`config.mk`:
```
export PLATFORM = sky130hd
export DESIGN_NAME = ntt_stage_ctrl_flat
export DESIGN_NICKNAME = d
export VERILOG_FILES = /design/src/rtl/ntt_stage_ctrl_if.sv /design/src/rtl/ntt_stage_ctrl.sv /design/src/flat_wrapper.sv
export SDC_FILE = /design/constraint.sdc
export NUM_CORES = 1
export LEC_CHECK = 0
export BUFFER_PORTS_ARGS = -buffer_cell sky130_fd_sc_hd__clkbuf_2
export CELL_PAD_IN_SITES_DETAIL_PLACEMENT = 1
export CELL_PAD_IN_SITES_GLOBAL_PLACEMENT = 1
export CORE_ASPECT_RATIO = 1.5
export CORE_MARGIN = 8
export CORE_UTILIZATION = 40
export DETAILED_ROUTE_END_ITERATION = 6
export PLACE_DENSITY = 0.77
export SLEW_MARGIN = 20
export SYNTH_ARGS = -nofsm -noshare
export SYNTH_HDL_FRONTEND = slang
export SYNTH_SLANG_ARGS = --single-unit
```
`constraint.sdc`:
```
create_clock -name clk -period 2.9 [get_ports clk]
set_input_delay 0.435 -clock clk [delete_from_list [all_inputs] [get_ports clk]]
set_output_delay 0.435 -clock clk [all_outputs]
set_load 0.02 [all_outputs]
```
`src/rtl/ntt_stage_ctrl_if.sv`:
```
// Host <-> NTT stage sequencer bus. Defining NTT_CTRL_PERF_EN adds the perf_cycles counter output.
// master: the sequencer (drives issue/write-back status); slave: the host (drives start/hold).
interface ntt_stage_ctrl_if #(
  parameter int LOGN = 8,
  parameter int AW   = LOGN,
  parameter int SW   = (LOGN >= 2) ? $clog2(LOGN) : 1
);
  logic          start;
  logic          hold;
  logic          busy;
  logic          done;
  logic [SW-1:0] stage;
  logic          bf_valid;
  logic [AW-1:0] addr_a;
  logic [AW-1:0] addr_b;
  logic [AW-2:0] tw_idx;
  logic          wb_valid;
  logic [AW-1:0] wb_addr_a;
  logic [AW-1:0] wb_addr_b;
`ifdef NTT_CTRL_PERF_EN
  logic [31:0]   perf_cycles;

  modport master (
    input  start, hold,
    output busy, done, stage, bf_valid, addr_a, addr_b, tw_idx,
           wb_valid, wb_addr_a, wb_addr_b, perf_cycles
  );
  modport slave (
    output start, hold,
    input  busy, done, stage, bf_valid, addr_a, addr_b, tw_idx,
           wb_valid, wb_addr_a, wb_addr_b, perf_cycles
  );
`else
  modport master (
    input  start, hold,
    output busy, done, stage, bf_valid, addr_a, addr_b, tw_idx,
           wb_valid, wb_addr_a, wb_addr_b
  );
  modport slave (
    output start, hold,
    input  busy, done, stage, bf_valid, addr_a, addr_b, tw_idx,
           wb_valid, wb_addr_a, wb_addr_b
  );
`endif
endinterface

```
`src/rtl/ntt_stage_ctrl.sv`:
```
// In-place DIF (Gentleman-Sande) NTT sequencer: one butterfly per cycle, drains the butterfly
// pipeline between stages. Optional cycle counter under NTT_CTRL_PERF_EN.
module ntt_stage_ctrl #(
  parameter int N      = 256,
  parameter int LOGN   = 8,
  parameter int AW     = 8,
  parameter int BF_LAT = 4
) (
  input logic              clk,
  input logic              reset,
  ntt_stage_ctrl_if.master bus
);
  localparam int SW = (LOGN >= 2) ? $clog2(LOGN) : 1;
  localparam int JW = AW - 1;
  localparam int DW = $clog2(BF_LAT + 1);

  typedef enum logic [1:0] {IDLE, ISSUE, DRAIN, DONE} state_t;

  typedef struct packed {
    logic [AW-1:0] a;
    logic [AW-1:0] b;
  } wb_addr_t;

  state_t        state, state_nxt;
  logic [JW-1:0] j;
  logic [SW-1:0] s;
  logic [DW-1:0] dcnt;

  logic issue, last_bf, last_stage, drain_end;

  assign issue      = (state == ISSUE) && !bus.hold;
  assign last_bf    = (j == JW'(N/2 - 1));
  assign last_stage = (s == SW'(LOGN - 1));
  assign drain_end  = (dcnt == DW'(BF_LAT - 1));

  always_comb begin
    state_nxt = state;
    case (state)
      IDLE:    if (bus.start) state_nxt = ISSUE;
      ISSUE:   if (issue && last_bf) state_nxt = DRAIN;
      DRAIN:   if (drain_end) state_nxt = last_stage ? DONE : ISSUE;
      DONE:    state_nxt = IDLE;
      default: state_nxt = IDLE;
    endcase
  end

  // j is cleared explicitly on every stage boundary; it never wraps by overflow.
  always_ff @(posedge clk) begin
    if (reset) begin
      state <= IDLE;
      j     <= '0;
      s     <= '0;
      dcnt  <= '0;
    end else begin
      state <= state_nxt;
      case (state)
        IDLE: if (bus.start) begin
          j    <= '0;
          s    <= '0;
          dcnt <= '0;
        end
        ISSUE: if (issue) begin
          if (last_bf) dcnt <= '0;
          else         j    <= j + 1'b1;
        end
        DRAIN: begin
          dcnt <= dcnt + 1'b1;
          if (drain_end) begin
            dcnt <= '0;
            j    <= '0;
            if (!last_stage) s <= s + 1'b1;
          end
        end
        DONE:    s <= '0;
        default: ;
      endcase
    end
  end

  // len = N>>(s+1) is a power of two, so k = j mod len is a mask and
  // g*2*len is the masked-off high part of j shifted up by one.
  logic [JW-1:0] mask_j, k;
  logic [AW-1:0] a_cur, b_cur;

  assign mask_j = {JW{1'b1}} >> s;
  assign k      = j & mask_j;
  assign a_cur  = {j & ~mask_j, 1'b0} | {1'b0, k};
  assign b_cur  = a_cur | (AW'(N/2) >> s);

  assign bus.busy     = (state != IDLE);
  assign bus.done     = (state == DONE);
  assign bus.stage    = s;
  assign bus.bf_valid = issue;
  assign bus.addr_a   = issue ? a_cur : '0;
  assign bus.addr_b   = issue ? b_cur : '0;
  assign bus.tw_idx   = issue ? (k << s) : '0;

  // Write-back delay line; reset flushes anything in flight.
  logic [BF_LAT:1] vld_pipe;
  wb_addr_t        addr_pipe [BF_LAT:1];

  always_ff @(posedge clk) begin
    if (reset) begin
      vld_pipe <= '0;
      for (int i = 1; i <= BF_LAT; i++) addr_pipe[i] <= '0;
    end else begin
      vld_pipe[1]  <= issue;
      addr_pipe[1] <= '{a: bus.addr_a, b: bus.addr_b};
      for (int i = 2; i <= BF_LAT; i++) begin
        vld_pipe[i]  <= vld_pipe[i-1];
        addr_pipe[i] <= addr_pipe[i-1];
      end
    end
  end

  assign bus.wb_valid  = vld_pipe[BF_LAT];
  assign bus.wb_addr_a = addr_pipe[BF_LAT].a;
  assign bus.wb_addr_b = addr_pipe[BF_LAT].b;

`ifdef NTT_CTRL_PERF_EN
  logic [31:0] perf;

  always_ff @(posedge clk) begin
    if (reset)                 perf <= '0;
    else if (state == IDLE) begin
      if (bus.start)           perf <= '0;
    end else if (perf != 32'hFFFF_FFFF)
                               perf <= perf + 1'b1;
  end

  assign bus.perf_cycles = perf;
`endif
endmodule

```
`src/flat_wrapper.sv`:
```
// flat-port wrapper written by rule: the top's interface ports become plain ports
module ntt_stage_ctrl_flat 
#(
  parameter int N      = 256,
  parameter int LOGN   = 8,
  parameter int AW     = 8,
  parameter int BF_LAT = 4
)
  (clk, reset, bus_start, bus_hold, bus_busy, bus_done, bus_stage, bus_bf_valid, bus_addr_a, bus_addr_b, bus_tw_idx, bus_wb_valid, bus_wb_addr_a, bus_wb_addr_b);
  ntt_stage_ctrl_if #(.LOGN(LOGN), .AW(AW)) bus_i ();
  input logic clk;
  input logic reset;
  input wire logic [$bits(bus_i.start)-1:0] bus_start;
  input wire logic [$bits(bus_i.hold)-1:0] bus_hold;
  output wire logic [$bits(bus_i.busy)-1:0] bus_busy;
  output wire logic [$bits(bus_i.done)-1:0] bus_done;
  output wire logic [$bits(bus_i.stage)-1:0] bus_stage;
  output wire logic [$bits(bus_i.bf_valid)-1:0] bus_bf_valid;
  output wire logic [$bits(bus_i.addr_a)-1:0] bus_addr_a;
  output wire logic [$bits(bus_i.addr_b)-1:0] bus_addr_b;
  output wire logic [$bits(bus_i.tw_idx)-1:0] bus_tw_idx;
  output wire logic [$bits(bus_i.wb_valid)-1:0] bus_wb_valid;
  output wire logic [$bits(bus_i.wb_addr_a)-1:0] bus_wb_addr_a;
  output wire logic [$bits(bus_i.wb_addr_b)-1:0] bus_wb_addr_b;
  assign bus_i.start = bus_start;
  assign bus_i.hold = bus_hold;
  assign bus_busy = bus_i.busy;
  assign bus_done = bus_i.done;
  assign bus_stage = bus_i.stage;
  assign bus_bf_valid = bus_i.bf_valid;
  assign bus_addr_a = bus_i.addr_a;
  assign bus_addr_b = bus_i.addr_b;
  assign bus_tw_idx = bus_i.tw_idx;
  assign bus_wb_valid = bus_i.wb_valid;
  assign bus_wb_addr_a = bus_i.wb_addr_a;
  assign bus_wb_addr_b = bus_i.wb_addr_b;
  ntt_stage_ctrl #(.N(N), .LOGN(LOGN), .AW(AW), .BF_LAT(BF_LAT)) u_core (.clk(clk), .reset(reset), .bus(bus_i));
endmodule
```
==> flow_summary.yaml <==
worst_setup_path:
  crit_chain: "or3b_2, nor2_1, o21ai_0, o22ai_1, clkbuf_2"
  worst-path-max-fanout: 27
  crit_family: "simple AND/OR/NAND/NOR gates"
  critPathArrivalTime_ns: 2.27
  cp_data_required_time_ns: 2.47
  critPathBufInv: 1
  start_kind: "flip-flop"
  critPathSlowestCell: "or3b_2"
  crit_path_end_kind: "output pin"
  path_class: "flip-flop to output pin"
  reg2reg_slack_ns: 0.99
  slowest_delay_ns: 0.74
route:
  drc: 0
  dr.pass1.iters: 4
  wl_per_cell_um: 15.27
  vias: 2453
  ant_nets: 0
  dr.first_iter.drc_count: 86
  routed_wl_mm: 7.543
  avgViaCountPerCell: 4.966
power:
  ir_worst_vdd_v: 0.0002910
  fin_total_pwr_w: 0.002346
  p_per_area_mw_per_mm2: 620.1
  p_leak_nw: 1.550
synthesis:
  syn-num-nets: 367
  yosysSeqAreaShare_pct: 50.80
  synthDistinctLibCells: 47
  synth_ff_type: "dfxtp_1"
  yosysWarningCount: 0
  ys_seq_elements: 83
  synthArstFlopShare_pct: 0
  avgSynthCellArea_sq_um: 9.265
  syn-cell-area_sq_mm: 0.003271
  synth_edf_count: 0
  syn_inst: 353
floorplanning:
  core_sq_mm: 0.007958
  start_util_pct: 41.10
  die_area_sq_mm: 0.01139
  ios: 50
  die_w_um: 89.83
  die_h_um: 126.7
  placementRows: 40
sta:
  drv_slew: 0
  finalWorstSetupSlack_ns: 0.1995
  max_slew.worst_pin.slew_ns: 0.5930
  finalHoldViolCount: 0
  fin_crit_sh_pct: 93.12
  rsz0062_at_grt: "no"
  tns_ns: 0
  setup_viol: 0
  fin_crit_ns: 2.700
  max_freq_mhz: 370.3
  relSlewSlack_pct: 60.47
  skew_ns: 0.004479
grt:
  overflow: 0
  grt_max_degree: 64
  grt_pass1_wl_mm: 12.89
  grt_pass1_vias: 2691
  track_usage_pct: 14.15
  grt_antenna_before_repair: 0
run:
  maxCapViolCount: 0
cts:
  htree_levels: 3
  cts_buffer_depth: 2
  root_buffer: "clkbuf_16"
  cts_resized: 0
  cts_hold_buf: 0
  cts.clk_slew.worst_paths_ns: 0.06
  postCtsSetupBuffers: 0
  cts_tree: "yes"
  cts_sinks: 83
  insertion_delay_ns: 0.33
  numCtsBuffers: 9
finish:
  drive_above_1_share_pct: 20.05
  final_cell_mix: "dfxtp_1 (83), nor2b_1 (60), clkbuf_2 (49), nor2_1 (37), nand2_1 (18)"
  syn_to_final_growth_pct: 15.68
  layout_commonest_cell: "dfxtp_1"
  final_net_count: 398
  num_antenna_cells: 0
worst_hold_path:
  hp-class: "primary input to flip-flop"
place:
  globalplace.congestion: 0.8833
  io_buffers: 49
  dp_hpwl_mm: 5.388
  pre_cts_slack_ns: 0.4993
outcome:
  status: "finished, final reports clean"
==> sequential cells by signal, indices dropped and copies added (netlist names) <==
register / flops
u_core.state: 2
u_core.addr_pipe: 64
u_core.bus.stage: 3
u_core.dcnt: 3
u_core.j: 7
u_core.vld_pipe: 4
==> final timing paths <==
path / from / endpoint / cells past startpoint
worst max-delay path: u_core.state[0]$_SDFFE_PP0P_ / bus_tw_idx[5] / 5
worst min-delay path: reset / u_core.state[0]$_SDFFE_PP0P_ / 2
worst max register to register: u_core.bus.stage[0]$_SDFFE_PP0P_ / u_core.addr_pipe[0][22]$_SDFF_PP0_ / 6
worst min register to register: u_core.addr_pipe[0][49]$_SDFF_PP0_ / u_core.addr_pipe[0][65]$_SDFF_PP0_ / 1
==> through the flow <==
step / hold WS, ns / cells / util, % / cell area, sq um
after floorplan: 0.4138 / 353 / - / 3271
after global placement: 0.4176 / 478 / 43.82 / 3487
after detailed placement: 0.4239 / 478 / 43.82 / 3487
after CTS: 0.3950 / 494 / 47.55 / 3784
after global routing: 0.4187 / 494 / 47.55 / 3784
final: 0.4052 / 494 / 47.55 / 3784
==> metal layers <==
| metal | track usage (%) | up-vias | wire (um) |
|---|---|---|---|
| met5 | 0 | - | 0 |
| met1 | 13.82 | 1154 | 2886 |
| met4 | 10.01 | 0 | 299 |
| met3 | 3.601 | 21 | 399 |
| li1 | - | 1200 | - |
| met2 | 25.48 | 78 | 3958 |
==> Yosys cell counts (4+ instances only) <==
library cell	count	area, sq um
dfxtp_1	83	1662
nor2b_1	60	375.4
nor2_1	37	138.9
nand2_1	18	67.56
buf_4	16	120.1
a21oi_1	12	60.06
clkbuf_1	11	41.29
inv_1	11	41.29
o21ai_0	11	55.05
ha_1	10	125.1
nand2b_1	8	50.05
buf_2	7	35.03
nand3b_1	5	37.54
nor3_1	5	25.02
a31oi_1	4	25.02
o211ai_1	4	30.03
o31ai_1	4	30.03
==> report_power, final <==
| group | leakage (nW) | internal [W] | switching (W) |
|---|---|---|---|
| registers | 0.669 | 0.00114 | 0.00000451 |
| logic | 0.742 | 0.0000204 | 0.0000509 |
| clock network | 0.139 | 0.000689 | 0.000437 |
==> area by class of cell <==
cell class,count,area [sq um]
fill,931,4174
sequential,83,1662
multi-input combinational,220,1335
timing repair buffer,58,312.8
clock buffer,12,246.5
tap,105,131.4
clock inverter,4,50.05
inverter,12,46.29
==> cells by family after synthesis <==
group / count (synthesis) / synth area share, %
flip-flops: 83 / 50.80
AND/OR/NAND/NOR: 152 / 25.36
AO/OA/AOI/OAI: 56 / 11.02
adder cells (fa/ha/maj): 10 / 3.826
buffers and inverters: 50 / 8.378
multiplexers: 2 / 0.6121
Note: power is estimated with default switching activity, not from simulation.
